File: config.mk
export PLATFORM = sky130hd
export DESIGN_NAME = buceros_bus_mux
export DESIGN_NICKNAME = d
export VERILOG_FILES = /design/src/rtl/buceros_bus_mux.sv
export SDC_FILE = /design/constraint.sdc
export NUM_CORES = 1
export LEC_CHECK = 0
export CORE_AREA = 2 2 136 138
export CTS_CLUSTER_DIAMETER = 100
export DETAILED_ROUTE_END_ITERATION = 7
export DIE_AREA = 0 0 138 140
export GPL_ROUTABILITY_DRIVEN = 0
export MAX_ROUTING_LAYER = met4
export PLACE_DENSITY = 0.77
export SLEW_MARGIN = 5
export SYNTH_ARGS = -nofsm -noshare
export SYNTH_HDL_FRONTEND = slang
export SYNTH_SLANG_ARGS = --single-unit
File: constraint.sdc
create_clock -name clk -period 2.4 [get_ports clk]
set_input_delay 0.36 -clock clk [delete_from_list [all_inputs] [get_ports clk]]
set_output_delay 0.36 -clock clk [all_outputs]
set_load 0.02 [all_outputs]
File: src/rtl/buceros_bus_mux.sv
`default_nettype none
// ============================================================================
// Module   : buceros_bus_mux
// Brief    : Single-master, N-slave bus multiplexer with registered decode,
//            per-slave ack handshake, timeout watchdog and error reporting.
// Revision : 1.0 - initial release
// ============================================================================
module buceros_bus_mux #(
    parameter int NUM_SLAVES = 4,
    parameter int ADDR_W     = 32,
    parameter int DATA_W     = 32,
    parameter int SEL_W      = 4,
    parameter int TIMEOUT    = 15
) (
    input  logic                         clk,
    input  logic                         rst,
    input  logic                         m_req_i,
    input  logic                         m_we_i,
    input  logic [ADDR_W-1:0]            m_addr_i,
    input  logic [DATA_W-1:0]            m_wdata_i,
    input  logic [DATA_W/8-1:0]          m_wsel_i,
    output logic                         m_ack_o,
    output logic [DATA_W-1:0]            m_rdata_o,
    output logic                         m_err_o,
    output logic [NUM_SLAVES-1:0]        slv_req_o,
    output logic                         slv_we_o,
    output logic [ADDR_W-1:0]            slv_addr_o,
    output logic [DATA_W-1:0]            slv_wdata_o,
    output logic [DATA_W/8-1:0]          slv_wsel_o,
    input  logic [NUM_SLAVES-1:0]        slv_ack_i,
    input  logic [NUM_SLAVES*DATA_W-1:0] slv_rdata_i,
    output logic [7:0]                   err_count_o,
    output logic [ADDR_W-1:0]            err_addr_o
);

    localparam int c_cnt_w = (TIMEOUT > 0) ? $clog2(TIMEOUT + 1) : 1;
    localparam logic [c_cnt_w-1:0] c_tmo     = c_cnt_w'(TIMEOUT);
    localparam logic [SEL_W:0]     c_num_slv = (SEL_W + 1)'(NUM_SLAVES);

    typedef enum logic [1:0] {
        ST_IDLE = 2'd0,
        ST_BUSY = 2'd1,
        ST_RESP = 2'd2
    } state_t;

    state_t                  r_state;
    state_t                  w_state_nxt;
    logic [c_cnt_w-1:0]      r_cnt;
    logic [NUM_SLAVES-1:0]   r_slv_req;
    logic                    r_we;
    logic [ADDR_W-1:0]       r_addr;
    logic [DATA_W-1:0]       r_wdata;
    logic [DATA_W/8-1:0]     r_wsel;
    logic [DATA_W-1:0]       r_rdata;
    logic                    r_err;
    logic [7:0]              r_err_count;
    logic [ADDR_W-1:0]       r_err_addr;

    logic [SEL_W-1:0]        w_idx;
    logic                    w_dec_err;
    logic [NUM_SLAVES-1:0]   w_onehot;
    logic                    w_hit;
    logic                    w_tmo;
    logic [DATA_W-1:0]       w_sel_rdata;
    logic                    w_accept;
    logic                    w_ok;
    logic                    w_fail;

    assign w_idx     = m_addr_i[ADDR_W-1 -: SEL_W];
    assign w_dec_err = ({1'b0, w_idx} >= c_num_slv);
    // Only the selected slave can complete: stray acks are masked by the one-hot request.
    assign w_hit     = |(slv_ack_i & r_slv_req);
    assign w_tmo     = (TIMEOUT != 0) && (r_cnt == c_tmo);

    always_comb begin
        w_onehot    = '0;
        w_sel_rdata = '0;
        for (int k = 0; k < NUM_SLAVES; k++) begin
            w_onehot[k] = (w_idx == SEL_W'(k));
            w_sel_rdata = w_sel_rdata | (slv_rdata_i[k*DATA_W +: DATA_W] & {DATA_W{r_slv_req[k]}});
        end
    end

    always_comb begin
        w_state_nxt = r_state;
        w_accept    = 1'b0;
        w_ok        = 1'b0;
        w_fail      = 1'b0;
        case (r_state)
            ST_IDLE: begin
                if (m_req_i) begin
                    w_accept = 1'b1;
                    if (w_dec_err) begin
                        w_fail      = 1'b1;
                        w_state_nxt = ST_RESP;
                    end else begin
                        w_state_nxt = ST_BUSY;
                    end
                end
            end
            ST_BUSY: begin
                if (w_hit) begin
                    w_ok        = 1'b1;
                    w_state_nxt = ST_RESP;
                end else if (w_tmo) begin
                    w_fail      = 1'b1;
                    w_state_nxt = ST_RESP;
                end
            end
            ST_RESP: w_state_nxt = ST_IDLE;
            default: w_state_nxt = ST_IDLE;
        endcase
    end

    always_ff @(posedge clk) begin
        if (rst) begin
            r_state     <= ST_IDLE;
            r_cnt       <= '0;
            r_slv_req   <= '0;
            r_we        <= 1'b0;
            r_addr      <= '0;
            r_wdata     <= '0;
            r_wsel      <= '0;
            r_rdata     <= '0;
            r_err       <= 1'b0;
            r_err_count <= '0;
            r_err_addr  <= '0;
        end else begin
            r_state <= w_state_nxt;
            if (w_accept) begin
                r_we    <= m_we_i;
                r_addr  <= m_addr_i;
                r_wdata <= m_wdata_i;
                r_wsel  <= m_wsel_i;
                r_cnt   <= '0;
                if (!w_dec_err) begin
                    r_slv_req <= w_onehot;
                end
            end
            // The counter stops at TIMEOUT (or stays at 0 when disabled) so it never wraps.
            if (r_state == ST_BUSY && !w_hit && !w_tmo && TIMEOUT != 0) begin
                r_cnt <= r_cnt + c_cnt_w'(1);
            end
            if (w_ok) begin
                r_slv_req <= '0;
                r_rdata   <= r_we ? '0 : w_sel_rdata;
                r_err     <= 1'b0;
            end
            if (w_fail) begin
                r_slv_req  <= '0;
                r_rdata    <= '0;
                r_err      <= 1'b1;
                r_err_addr <= (r_state == ST_IDLE) ? m_addr_i : r_addr;
                if (r_err_count != 8'hFF) begin
                    r_err_count <= r_err_count + 8'd1;
                end
            end
        end
    end

    assign m_ack_o     = (r_state == ST_RESP);
    assign m_rdata_o   = r_rdata;
    assign m_err_o     = r_err;
    assign slv_req_o   = r_slv_req;
    assign slv_we_o    = r_we;
    assign slv_addr_o  = r_addr;
    assign slv_wdata_o = r_wdata;
    assign slv_wsel_o  = r_wsel;
    assign err_count_o = r_err_count;
    assign err_addr_o  = r_err_addr;

endmodule
`default_nettype wire

======== After elaboration in Yosys (flattened, before gate mapping) ========
Cells that the tools add are included.
storage, ports and cells
  bits in registers ....................... 152
  input bits .............................. 204
  word-level logic and storage cells ...... 66
operators by class
  $add $sub $neg .......................... 2
  magnitude comparators ................... 1
  equality and inequality tests ........... 9
  mux-type cells .......................... 20
  bitwise operators ....................... 9
  reduce and logical (&&, ||, !) cells .... 14
operators with widths
  cell                                                                number
  bitwise AND 32 bit                                                  4
  OR 32 bit                                                           3
  2-to-1 mux 32 bit                                                   2
  2-to-1 mux 1 bit                                                    10
  adder 8 x 1 -> 8 bit (second input constant)                        1
  == test 4 x 2 -> 1 bit (second input constant)                      2
  2-to-1 mux 2 bit                                                    4
  2-to-1 mux 4 bit                                                    2
  inequality test 8 bit (second input constant)                       1
  AND reduction 2 bit                                                 3
  adder 4 x 1 -> 4 bit (second input constant)                        1
  bitwise AND 4 bit                                                   1
  == test 4 x 1 -> 1 bit (second input constant)                      1
  == test 4 bit (second input constant)                               1
  greater-or-equal comparator 4 x 3 -> 1 bit (second input constant)  1
  zero test 4 bit                                                     1
  one-hot mux 2 bit (2 select lines)                                  1
  nonzero test 2 bit                                                  2
  OR reduction 4 bit                                                  1
  inequality test 3 bit (second input constant)                       1
  OR reduction 3 bit                                                  1
  == test 2 x 1 -> 1 bit (second input constant)                      1
  == test 2 bit (second input constant)                               1
  logical AND 1 bit                                                   2
  other kinds (6)                                                     7

======== Longest topological paths before layout ========
  depth in word-level cells ............... 6
  depth in mapped cells ................... 9
  mapped depth without buffers ............ 6

======== Least setup slack after synthesis ========
Ideal clock, no wire load.
  kind .................................... register to register
  from .................................... reg r_err_count[0], in the netlist err_count_o[0]
  to ...................................... reg r_err_count[7], in the netlist err_count_o[7]
  setup time .............................. 116 ps
  data arrival time ....................... 1672 ps
  required time ........................... 2284 ps
  slack ................................... 612 ps
  stages on the path, launching flop included .. 7
  path buffers ............................ 0
  cells stage by stage .................... dfxtp_1 > ha_1 > and4_1 > and3_1 > nor4bb_1 > a21oi_1 > a31o_2
between the ends
  longest elaborated chain between the ends .. 2
  elaborated cells on any way between the ends .. 3
  those cells by class .................... 1 x add/sub; 1 x eq/ne; 1 x reduce/logical
RTL lines
  element                                                       line  text
  from (decl)                                                   56    logic [7:0] r_err_count;
  from (signal assigned)                                        155   r_err_count <= r_err_count + 8'd1;
  branches (longest 2 deep; another with adder 8 x 1 -> 8 bit)  --
Several ways; the timed one is not identified.
A chain may end at the register's enable or synchronous reset.

======== Worst setup path after layout ========
  from .................................... reg r_state[1]
  to ...................................... out m_ack_o
between the ends
  longest elaborated chain between the ends .. 1
RTL lines
  element                 line  text
  from (decl)             46    state_t r_state;
  from (signal assigned)  129   r_state <= w_state_nxt;
  == test 2 bit           161   assign m_ack_o = (r_state == ST_RESP);
  to (decl)               22    output logic m_ack_o,
No other way between the ends.

==> results.ini <==
[status]
status=completed

[sta]
post-route-period-util_pct=91.9
setup-tns-final_ns=0
tightestPinTransition_ns=0.589
rsz0062_at_grt=false
final-hold-violation-count=0
finalSetupViolCount=0
fmax_mhz=454
skew_ns=0.0135
period_needed_ns=2.20
slew_headroom_pct=60.8
slew_violations=0

[yosys]
synth-simple-area-share_pct=20.2
yosysTopAreaCellShare_pct=45.9
synth_top_family_by_area=compound AO/OA/AOI/OAI gates
syn_nets=1057
yosys_warnings=0
ys_ff_latch=152
synth_compound_area_share_pct=27.5
synthAdderAreaFrac_pct=0.377
synthMuxAreaShare_pct=0.321
synth_flop_cell=dfxtp_1
ys_async_sr_fraction_pct=0
synthCells=851
seq_area_frac_synth_pct=45.9
yosysTopAreaCell=dfxtp_1
syn_avg_cell_area_um2=7.80
synthDistinctLibCells=45
syn_area_um2=6630
synth_xor_xnor_area_share_pct=0.132
synth-edff-count=0
synthTopCellsByCount=nand2_1 (241), dfxtp_1 (152), a21oi_1 (148), a22oi_1 (65), clkbuf_1 (51)
synthTopCellsByArea=dfxtp_1 (46%), nand2_1 (14%), a21oi_1 (11%)
synth.most_common_cell=nand2_1

[clocking]
post_cts_buffers=0
cts.sinks=152
clk_pin_slew_worst_paths_ns=0.07
root_buffer=clkbuf_16
cts_hold_buf=0
clk_latency_ns=0.42
numCtsBuffers=17
cts_resized=0
cts_tree=built
htreeDepth=4
clk_path_buf_depth=2

[power]
ir_worst_vdd_v=0.000473
p_sw_mw=1.89
p_comb_share_pct=18.8
power.density_nw_per_um2=651
p_int_mw=5.26
swShare_pct=26.5
power_mw=7.15
p_clk_share_pct=42.7
leakage_nw=3.85
p_seq_share_pct=38.5

[global_routing]
grt_max_degree=56
grt_pass1_wl_mm=38.9
grt_pass1_vias=7166
grtUsageTotal_pct=25.9
grt_antenna_before_repair=6
grt_overflow=0

[floorplanning]
rows=49
io_pins=351
die_y_um=140
die_area_um2=19300
dieWidth_um=138
start_util_pct=37.3
coreArea_um2=17800

[worst_setup_path]
cpMaxStageDelayCell=clkdlybuf4s50_1
timing_worst_setup_path_type=flop to output pin
cp_cell_sequence=nor2b_1 -> clkdlybuf4s50_1
worstPathArrival_ns=1.84
crit_path_end_kind=output pin
required_ns=2.04
reg2reg_from=r_cnt[0]$_SDFFE_PP0P_
start_kind=flop
cp-startpoint=r_state[1]$_SDFFE_PP0P_
crit_path_max_incr_delay_ns=0.63
path_max_fanout=7

[placed_design]
dp_hpwl_mm=18.1
port_buffers=350

[hold_path]
hp-start=rst
min_path_type=primary input to flop

[finish]
drive_gt1_share_pct=6.54
area_growth_pct=65.6
fillers=1560
nets=1371

[route]
dr.pass1.iters=5
post_drt_wl_per_cell_um=17.7
drt_iter0_drc=422
drc=0
ant_nets=0
avgViaCountPerCell=5.24
wl_mm=25.0
vias=7398

[job]
max_cap_viol_count=0

==> worst paths after layout <==
check,cells after the start,slack (ns),end
max,2,0.20,m_ack_o
min,2,0.37,slv_addr_o[15]$_SDFFE_PP0P_
max reg2reg,7,0.42,slv_req_o[0]$_SDFFE_PP0P_
min reg2reg,2,0.45,slv_wdata_o[1]$_SDFFE_PP0P_
==> worst max-delay path, delay by kind of cell, from the launching register on <==
kind | cells | cell delay, ns
buf+inv | 1 | 0.63
flops | 1 | 0.57
simple gates | 1 | 0.24
==> metrics by stage <==
stage	instances	hold slack (ns)	util (%)	instance area (µm²)	worst slack [ns]
CTS	1407	0.339	61.7	11000	0.168
floorplan	851	0.465	-	6630	0.612
finish	1413	0.367	61.8	11000	0.195
global route	1413	0.366	61.8	11000	0.147
global placement	1375	0.441	57.9	10300	0.187
detailed placement	1375	0.446	57.9	10300	0.148
==> cell type report <==
type | instances | area, µm² | share of cell area, %
repair buffers | 373 | 3730 | 34.0
well taps | 229 | 287 | 2.61
inverters | 2 | 7.51 | 0.0683
clock buffers | 18 | 439 | 4.00
clock inverters | 14 | 231 | 2.11
multi-input cells | 619 | 3230 | 29.4
flip-flops and latches | 152 | 3040 | 27.7
diodes | 6 | 15.0 | 0.137
==> kinds of logic after synthesis <==
family / count (synthesis)
and+or+nand+nor: 326
AOI/OAI and AO/OA: 288
buffers and inverters: 80
xor gates and xnor gates: 1
adders and majority gates: 2
muxes: 2
DFF: 152
==> layer usage <==
layer | global-route usage [%] | wire length, µm
met5 | - | 0
met2 | 42.5 | 12300
met1 | 29.5 | 9820
met4 | 12.4 | 967
met3 | 7.21 | 1970
==> layout by cell type (no fill, tap or decap), drive strengths merged, types with 2 or more instances in the layout <==
master / count
a311oi: 32
clkinv: 2
buf: 25
a21oi: 148
clkbuf: 18
nor3b: 3
nor2b: 4
nand2b: 2
bufinv: 5
diode: 6
dfxtp: 152
and2: 2
a31o: 2
o21ai: 35
and3: 3
a22oi: 67
nor2: 47
clkdlybuf4s50: 348
ha: 2
inv: 9
nand2: 242
nand4b: 2
nand3: 6
and4: 2
nor3: 6
==> flip-flops by register name (all words and copies together) (netlist names) <==
name	count
slv_addr_o	32
m_err_o	1
slv_we_o	1
slv_wdata_o	32
err_count_o	8
r_cnt	4
slv_req_o	4
m_rdata_o	32
err_addr_o	32
r_state	2
slv_wsel_o	4
==> power by group through the flow <==
stage	logic, mW	clock network, mW	registers, mW
2_1_floorplan	0.438	0	2.96
3_3_place_gp	1.33	0	2.81
3_5_place_dp	1.35	0	2.81
4_1_cts	1.36	3.10	2.76
5_1_grt	1.45	3.21	2.77
6_report	1.35	3.05	2.75
(Power assumes the default switching activity.)
